### config.mk
export PLATFORM = sky130hd
export DESIGN_NAME = part_one_decoder_flat
export DESIGN_NICKNAME = d
export VERILOG_FILES = /design/src/rtl/part_one_decoder_pkg.sv /design/src/rtl/part_one_decoder_if.sv /design/src/rtl/part_one_bit_slice.sv /design/src/rtl/part_one_decoder.sv /design/src/flat_wrapper.sv
export SDC_FILE = /design/constraint.sdc
export NUM_CORES = 1
export LEC_CHECK = 0
export CAP_MARGIN = 10
export CORE_AREA = 2 2 60 62
export CTS_CLUSTER_DIAMETER = 120
export DETAILED_ROUTE_END_ITERATION = 6
export DIE_AREA = 0 0 62 64
export MAX_ROUTING_LAYER = met4
export PLACE_DENSITY = 0.77
export SETUP_SLACK_MARGIN = 0.2
export SLEW_MARGIN = 20
export SYNTH_ARGS = -nofsm -noshare
export SYNTH_HDL_FRONTEND = slang
export SYNTH_HIERARCHICAL = 1
export SYNTH_SLANG_ARGS = --single-unit
### constraint.sdc
create_clock -name clk -period 2.4 [get_ports clk]
set_input_delay 0.48 -clock clk [delete_from_list [all_inputs] [get_ports clk]]
set_output_delay 0.48 -clock clk [all_outputs]
set_load 0.05 [all_outputs]
### src/rtl/part_one_decoder_pkg.sv
// Shared constants and state type for the part-one Gray decoder.
package part_one_pkg;

  localparam logic [1:0] ST_IDLE   = 2'd0;
  localparam logic [1:0] ST_DECODE = 2'd1;
  localparam logic [1:0] ST_DONE   = 2'd2;

  localparam int unsigned P1_WIDTH = 8;

  typedef enum logic [1:0] {
    StIdle   = ST_IDLE,
    StDecode = ST_DECODE,
    StDone   = ST_DONE
  } state_e;

endpackage

### src/rtl/part_one_decoder_if.sv
// Valid/ready handshake bundle for the part-one decoder; slave is the decoder's view.
interface part_one_decoder_if
  import part_one_pkg::*;
#(
  parameter int unsigned WIDTH = P1_WIDTH
);
  logic             in_valid;
  logic             in_ready;
  logic [WIDTH-1:0] in_data;
  logic             out_valid;
  logic             out_ready;
  logic [WIDTH-1:0] out_data;
  logic             busy;

  modport master (
    output in_valid, in_data, out_ready,
    input  in_ready, out_valid, out_data, busy
  );

  modport slave (
    input  in_valid, in_data, out_ready,
    output in_ready, out_valid, out_data, busy
  );
endinterface

### src/rtl/part_one_bit_slice.sv
// One registered XOR stage of the serial Gray-to-binary chain.
module part_one_bit_slice (
  input  logic clk,
  input  logic rst,
  input  logic en_i,
  input  logic first_i,
  input  logic code_bit_i,
  output logic bit_o
);
  logic prev_q;

  // The MSB passes straight through; later bits fold in the previously decoded bit.
  assign bit_o = first_i ? code_bit_i : (prev_q ^ code_bit_i);

  always_ff @(posedge clk) begin
    if (rst) begin
      prev_q <= 1'b0;
    end else if (en_i) begin
      prev_q <= bit_o;
    end
  end
endmodule

### src/rtl/part_one_decoder.sv
// Bit-serial Gray-to-binary decoder, MSB first, valid/ready on both sides.
// Optional PART_ONE_DECODER_COUNT_EN adds a 16-bit completed-word counter.
module part_one_decoder
  import part_one_pkg::*;
#(
  parameter int unsigned WIDTH = P1_WIDTH
) (
  input logic clk,
  input logic rst,
  part_one_decoder_if.slave bus
`ifdef PART_ONE_DECODER_COUNT_EN
  ,
  output logic [15:0] decode_count
`endif
);
  localparam int unsigned IdxW = (WIDTH > 1) ? $clog2(WIDTH) : 1;
  localparam logic [IdxW-1:0] IdxMax = IdxW'(WIDTH - 1);

  state_e           state_q, state_d;
  logic [WIDTH-1:0] code_q, code_d;
  logic [WIDTH-1:0] acc_q, acc_d;
  logic [WIDTH-1:0] out_q, out_d;
  logic [IdxW-1:0]  idx_q, idx_d;
  logic             slice_en;
  logic             next_bit;

  part_one_bit_slice u_slice (
    .clk        (clk),
    .rst        (rst),
    .en_i       (slice_en),
    .first_i    (idx_q == IdxMax),
    .code_bit_i (code_q[idx_q]),
    .bit_o      (next_bit)
  );

  always_comb begin
    state_d  = state_q;
    code_d   = code_q;
    acc_d    = acc_q;
    out_d    = out_q;
    idx_d    = idx_q;
    slice_en = 1'b0;
    unique case (state_q)
      StIdle: begin
        if (bus.in_valid) begin
          code_d  = bus.in_data;
          acc_d   = '0;
          idx_d   = IdxMax;
          state_d = StDecode;
        end
      end
      StDecode: begin
        slice_en     = 1'b1;
        acc_d[idx_q] = next_bit;
        if (idx_q == '0) begin
          // Separate output register keeps out_data stable until the next DONE entry.
          out_d   = acc_d;
          state_d = StDone;
        end else begin
          idx_d = idx_q - 1'b1;
        end
      end
      StDone: begin
        if (bus.out_ready) begin
          state_d = StIdle;
        end
      end
      default: state_d = StIdle;
    endcase
  end

  always_ff @(posedge clk) begin
    if (rst) begin
      state_q <= StIdle;
      code_q  <= '0;
      acc_q   <= '0;
      out_q   <= '0;
      idx_q   <= IdxMax;
    end else begin
      state_q <= state_d;
      code_q  <= code_d;
      acc_q   <= acc_d;
      out_q   <= out_d;
      idx_q   <= idx_d;
    end
  end

  assign bus.in_ready  = (state_q == StIdle);
  assign bus.busy      = (state_q == StDecode);
  assign bus.out_valid = (state_q == StDone);
  assign bus.out_data  = out_q;

`ifdef PART_ONE_DECODER_COUNT_EN
  logic [15:0] count_q;

  always_ff @(posedge clk) begin
    if (rst) begin
      count_q <= '0;
    end else if ((state_q == StDone) && bus.out_ready) begin
      count_q <= count_q + 16'd1;
    end
  end

  assign decode_count = count_q;
`endif
endmodule

### src/flat_wrapper.sv
// flat-port wrapper written by rule: the top's interface ports become plain ports
module part_one_decoder_flat import part_one_pkg::*;
#(
  parameter int unsigned WIDTH = P1_WIDTH
)
  (clk, rst, bus_in_valid, bus_in_data, bus_out_ready, bus_in_ready, bus_out_valid, bus_out_data, bus_busy);
  part_one_decoder_if #(.WIDTH(WIDTH)) bus_i ();
  input logic clk;
  input logic rst;
  input wire logic [$bits(bus_i.in_valid)-1:0] bus_in_valid;
  input wire logic [$bits(bus_i.in_data)-1:0] bus_in_data;
  input wire logic [$bits(bus_i.out_ready)-1:0] bus_out_ready;
  output wire logic [$bits(bus_i.in_ready)-1:0] bus_in_ready;
  output wire logic [$bits(bus_i.out_valid)-1:0] bus_out_valid;
  output wire logic [$bits(bus_i.out_data)-1:0] bus_out_data;
  output wire logic [$bits(bus_i.busy)-1:0] bus_busy;
  assign bus_i.in_valid = bus_in_valid;
  assign bus_i.in_data = bus_in_data;
  assign bus_i.out_ready = bus_out_ready;
  assign bus_in_ready = bus_i.in_ready;
  assign bus_out_valid = bus_i.out_valid;
  assign bus_out_data = bus_i.out_data;
  assign bus_busy = bus_i.busy;
  part_one_decoder #(.WIDTH(WIDTH)) u_core (.clk(clk), .rst(rst), .bus(bus_i));
endmodule
# After elaboration in Yosys (flattened, before gate mapping)
# Index checks and enable logic that the tools add are counted.
[word_totals]
word_cells = 42
inputBits = 12
reg_bits = 30
[classes]
add_sub_neg = 1
n_lt_le_gt_ge = 2
reduce_logical = 9
n_bitwise = 1
mux = 16
n_eq_ne = 7
[ops]
columns = ["cell", "n"]
rows = [
  ["one-hot mux 8 bit (2 select lines)", 1],
  ["bitwise mux 8 bit", 1],
  ["two-way mux 8 bit", 1],
  ["two-way mux 2 bit", 3],
  ["two-way mux 3 bit", 2],
  ["inequality test 2 bit, second input constant", 3],
  ["one-hot mux 2 bit (3 select lines)", 1],
  ["one-hot mux 3 bit (2 select lines)", 1],
  ["AND reduction 2 bit", 3],
  ["AND reduction 3 bit", 2],
  ["< comparator 3 x 4 -> 1 bit, second input constant", 1],
  ["two-way mux 1 bit", 4],
  ["binary-select mux 1 bit (select 3 bit)", 1],
  ["demux 1 bit (select 3 bit)", 1],
  ["== test 3 bit, second input constant", 1],
  ["greater-or-equal comparator 3 x 1 -> 1 bit, second input constant", 1],
  ["zero test 3 bit", 1],
  ["subtractor 3 x 1 -> 3 bit, second input constant", 1],
  ["== test 2 x 1 -> 1 bit, second input constant", 1],
  ["== test 2 bit, second input constant", 1],
  ["zero test 2 bit", 1],
  ["inequality test 2 x 1 -> 1 bit, second input constant", 1],
  ["nonzero test 2 bit", 1],
  ["logical AND 1 bit", 1],
  ["bitwise XOR 1 bit", 1],
]

# Depth between registers and ports, before layout
[depth]
depth_word = 6
depth_mapped = 9
depth_no_buf = 7

# Modules after synthesis
# The synthesis kept the hierarchy.
[modules_own_cells]
columns = ["mod", "instances", "area_per_inst_um2", "seq_area_each_um2", "cells_per_inst"]
rows = [
  ["part_one_decoder", 1, 1445.1, 580.6, 146],
  ["part_one_bit_slice", 1, 72.6, 20.0, 8],
]

# Worst setup path before layout
# No wires, ideal clock.
[synth_timing]
path_type = "register to register"
startpoint = "register u_core.idx_q[2]"
endpoint = "register u_core.acc_q[4]"
path_stages_with_launch = 9
t_arrival_ns = 2.096
synth_period_minus_slack_ns = 2.155
t_required_ns = 2.341
path_buffers = 1
path_slack_ns = 0.245
cell_sequence = "dfxtp_1 > buf_2 > mux2_2 > a221oi_1 > o221ai_1 > xnor2_1 > inv_1 > nor3_4 > a22o_1"
[synth_via]
elab_chain_cells = 6
word_cells_on_any_way = 12
classes_between = "2 x order compare; 1 x eq/ne; 7 x mux; 1 x bitwise; 1 x reduce/logical"
[synth_lines]
columns = ["item", "line_no", "rtl"]
rows = [
  ["start: declaration", "part_one_decoder.sv:23", "logic [IdxW-1:0] idx_q, idx_d;"],
  ["start signal: assignment", "part_one_decoder.sv:78", "idx_q <= IdxMax;"],
  ["start signal: assignment", "part_one_decoder.sv:84", "idx_q <= idx_d;"],
  ["binary-select mux 1 bit (select 3 bit)", "part_one_decoder.sv:32", ".code_bit_i (code_q[idx_q]),"],
  ["two-way mux 1 bit (implied by the code)", "part_one_decoder.sv:32", ""],
  ["bitwise XOR 1 bit", "part_one_bit_slice.sv:13", "assign bit_o = first_i ? code_bit_i : (prev_q ^ code_bit_i);"],
  ["two-way mux 1 bit (*)", "part_one_bit_slice.sv:13", ""],
  ["named net u_core.next_bit", "part_one_decoder.sv:25", "logic next_bit;"],
  ["bitwise mux 8 bit (*)", "part_one_decoder.sv:54", "acc_d[idx_q] = next_bit;"],
  ["one-hot mux 8 bit (2 select lines) (*)", "part_one_decoder.sv:43", "unique case (state_q)"],
  ["end signal: assignment", "part_one_decoder.sv:76", "acc_q <= '0;"],
  ["end signal: assignment", "part_one_decoder.sv:82", "acc_q <= acc_d;"],
  ["end: declaration", "part_one_decoder.sv:21", "logic [WIDTH-1:0] acc_q, acc_d;"],
]
# The timed path passes the listed nets; every way through them passes the cells marked *. The select of a mux whose other input is x is not followed.
# A chain may end at the register's enable or synchronous reset.

# Final worst setup path
[layout_timing]
startpoint = "register u_core.state_q[0]"
endpoint = "output bus_in_ready"
[layout_via]
elab_chain_cells = 1
[layout_lines]
columns = ["item", "line_no", "rtl"]
rows = [
  ["start: declaration", "part_one_decoder.sv:19", "state_e state_q, state_d;"],
  ["start signal: assignment", "part_one_decoder.sv:74", "state_q <= StIdle;"],
  ["start signal: assignment", "part_one_decoder.sv:80", "state_q <= state_d;"],
  ["zero test 2 bit", "part_one_decoder.sv:88", "assign bus.in_ready = (state_q == StIdle);"],
  ["end: declaration", "flat_wrapper.sv:13", "output wire logic [$bits(bus_i.in_ready)-1:0] bus_in_ready;"],
]
# No other way between the ends.

==> results.md <==
- Status: complete, no violations
- Row cnt: 21
- Total negative slack: 0 ns
- Max clock buf depth: 2
- Setup violators final: 0
- Vias in the first global route: between 1k and 1.5k
- DR DRC count: 0
- Antenna-violating nets left: 0
- Clock-pin slew of the registers on the worst-case setup and hold paths: roughly 0.1 ns
- Seq/Total Area, Yosys: 39.6%
- Pwr Density: between 500 and 600 nW/µm²
- FF-to-FF setup slack: approximately 0.33 ns
- Fill count: between 300 and 400
- GR Overflow Total: 0
- Commonest cells post-synth: dfxtp_1, nor2_1, mux2i_1
- Clock sinks: 30
- Kind of critical path: reg2out
- Starting Density: between 40% and 50%
- Class of the worst hold path: reg2reg
- Sw Ratio: around 28%
- P_int: ~720 µW
- Synth area leaders: dfxtp_1, mux2i_1, nor2_1
- Die H: 64 µm
- DIE AREA: between 3000 and 4000 µm²
- Mapped Cells: ~150
- Post-Syn Nets: about 170
- Max Clk Rate: 0.473 GHz
- Die width: 62 µm
- Mapped cell area: 1520 µm²
- Worst Skew: around 0.012 ns
- Critical Path RT: ~1.9 ns
- YS warnings: 6
- Largest net degree at the start of global routing: 32
- Final WS setup: between 0.2 and 0.3 ns
- Clk Latency, worst-skew pair: between 0.3 and 0.4 ns
- Synth top area share: between 30% and 40%
- Vias per cell: approximately 5.4
- DRT Wirelength: roughly 3.1 mm
- Max IR drop VDD: 0.256 mV
- Area delta synth->final: 21.3%
- Synth Area per Inst: 9.86 µm²
- Final Max Slew Viols: 0
- 1st-pass router iterations: 4
- Initial antenna violation count: 0
- Most instantiated library cell after synthesis: dfxtp_1
- Worst-Margin Slew: about 0.61 ns
- Num ports: 23
- EDFF count, synth: 0
- LEAKAGE: between 0.7 and 0.8 nW
- Switch Pwr: 275 µW
- Nets: between 150 and 200
- Comb power frac: between 10 and 15%
- CTS root buffer: clkbuf_4
- Ys flop type: dfxtp_1
- Via count: between 1k and 1.5k
- Headroom to the max-slew limit: 59.0%
- Share of layout cells above drive strength 1: between 10% and 20%
- CP arrival: 1.63 ns
- Most area-hungry cell type in the Yosys netlist: dfxtp_1
- # port buffers: 22
- Placer congestion estimate: roughly 0.90
- Final cycle utilization of the critical path: slightly below 90%
- DP HPWL: 2.23 mm
- Ant diodes: 0
- Max FO, Critical Path: 7
- Num CTS Buffers: 5
- Unique masters post-synth: 41
- CTS tree: built
- First-pass GRT wire length: just under 5 mm
- Yosys reg bits: 30
- Initial drt markers: between 60 and 70
- RSZ-0062 raised after global routing: no
- Async S/R FF share, synth: 0%
- Minimum clock period after layout: around 2.1 ns
- Startpoint Class: flop
- Register share of total power: a little over half
- Max_cap viols: 0
- Final Hold Vio Count: 0
- DR WL/cell: 13.7 µm
- Post-Place Worst Slack: about 0.27 ns
- Crit. End Element: primary output
- Placeable core area: between 3000 and 4000 µm²
- Total track usage: between 15 and 20%
- H-tree lvl count: 2
- Power share of the clock group: between 30% and 40%
layout by cell type (no fill, tap or decap), drive strengths merged, types with 2 or more instances in the layout:
cell           synthesis  routed
nor2b                  4       4
and3b                  4       4
mux2                   2       2
nand3                  2       2
inv                    7       7
clkdlybuf4s50          0      20
buf                   12       7
a22o                   6       6
nor2                  21      21
and2                   2       2
a21oi                  3       3
nor3b                  4       4
a32o                   3       3
nor3                   2       2
a211o                  2       2
nand2                  2       2
clkbuf                 1       6
a211oi                 4       4
a21o                   3       3
mux2i                 16      16
ha                     3       3
o22ai                  8       8
dfxtp                 30      30
a221oi                 2       2
path summary, 6_finish.rpt:
check | end | startpoint | depth (start not counted)
setup reg to reg | u_core/acc_q[6] | u_core/idx_q[2] | 8
hold reg to reg | u_core/acc_q[3] | u_core/acc_q[3] | 1
hold / removal | u_core/acc_q[3] | u_core/acc_q[3] | 1
setup / recovery | bus_in_ready | u_core/state_q[0] | 2
flip-flops by register name, summed over array words and instances, names as in the netlist:
signal / flops
u_core/acc_q: 8
u_core/bus.out_data: 8
u_core/code_q: 8
u_core/idx_q: 3
u_core/state_q: 2
u_core/u_slice/prev_q: 1
power by group through the flow:
stage / sequential (mW) / combinational, mW / clock, mW
after global placement: 0.535 / 0.142 / 0
final: 0.526 / 0.146 / 0.325
after detailed placement: 0.537 / 0.147 / 0
after global routing: 0.529 / 0.158 / 0.355
after floorplan: 0.531 / 0.103 / 0
after CTS: 0.526 / 0.147 / 0.333
per-layer routing:
| metal | part of all wire [%] | GRT usage, % | routed length [µm] |
|---|---|---|---|
| met5 | 0 | - | 0 |
| met2 | 50 | 26.4 | 1530 |
| met4 | 1.8 | 7.98 | 55 |
| met3 | 4.7 | 5.47 | 145 |
| met1 | 44 | 20.0 | 1330 |
layout make-up:
cell class / count / area (µm²) / share of cell area (%)
clock inverter: 2 / 12.5 / 0.680
sequential: 30 / 602 / 32.7
clock buffer: 6 / 51.3 / 2.79
tap: 46 / 57.6 / 3.13
inverter: 7 / 26.3 / 1.43
timing repair buffer: 28 / 274 / 14.9
multi-input combinational: 104 / 817 / 44.4
repair_timing:
item / in CTS / in global routing
hold buffers: 0 / 0
gates resized for setup: 1 / 1
pin swaps: 0 / 0
setup buffers: 0 / 0
endpoints found under the setup margin: 1 / 11
worst max-delay path, stage by stage (launching register included):
cell and delay, ns:
dfxtp_1 0.38, nor2_1 0.12, clkdlybuf4s50_1 0.80
per-stage QoR:
step | cell area (µm²) | total power [mW] | hold slack [ns] | cells | utilization [%]
6_report | 1840 | 0.997 | 0.492 | 223 | 56.0
2_1_floorplan | 1520 | 0.634 | 0.441 | 154 | -
3_5_place_dp | 1780 | 0.684 | 0.465 | 215 | 54.1
4_1_cts | 1840 | 1.01 | 0.494 | 223 | 56.0
3_3_place_gp | 1780 | 0.677 | 0.461 | 215 | 54.1
5_1_grt | 1840 | 1.04 | 0.514 | 223 | 56.0
logic make-up after synthesis:
kind of cell,after synthesis,share of synthesized area [%]
XOR/XNOR,1,0.577
multiplexers,18,12.0
flip-flops,30,39.6
adder cells (fa/ha/maj),3,2.47
AO/OA/AOI/OAI,36,19.5
AND/OR/NAND/NOR,46,19.0
buffers and inverters,20,6.92
Power figures use the tool's default switching activity.
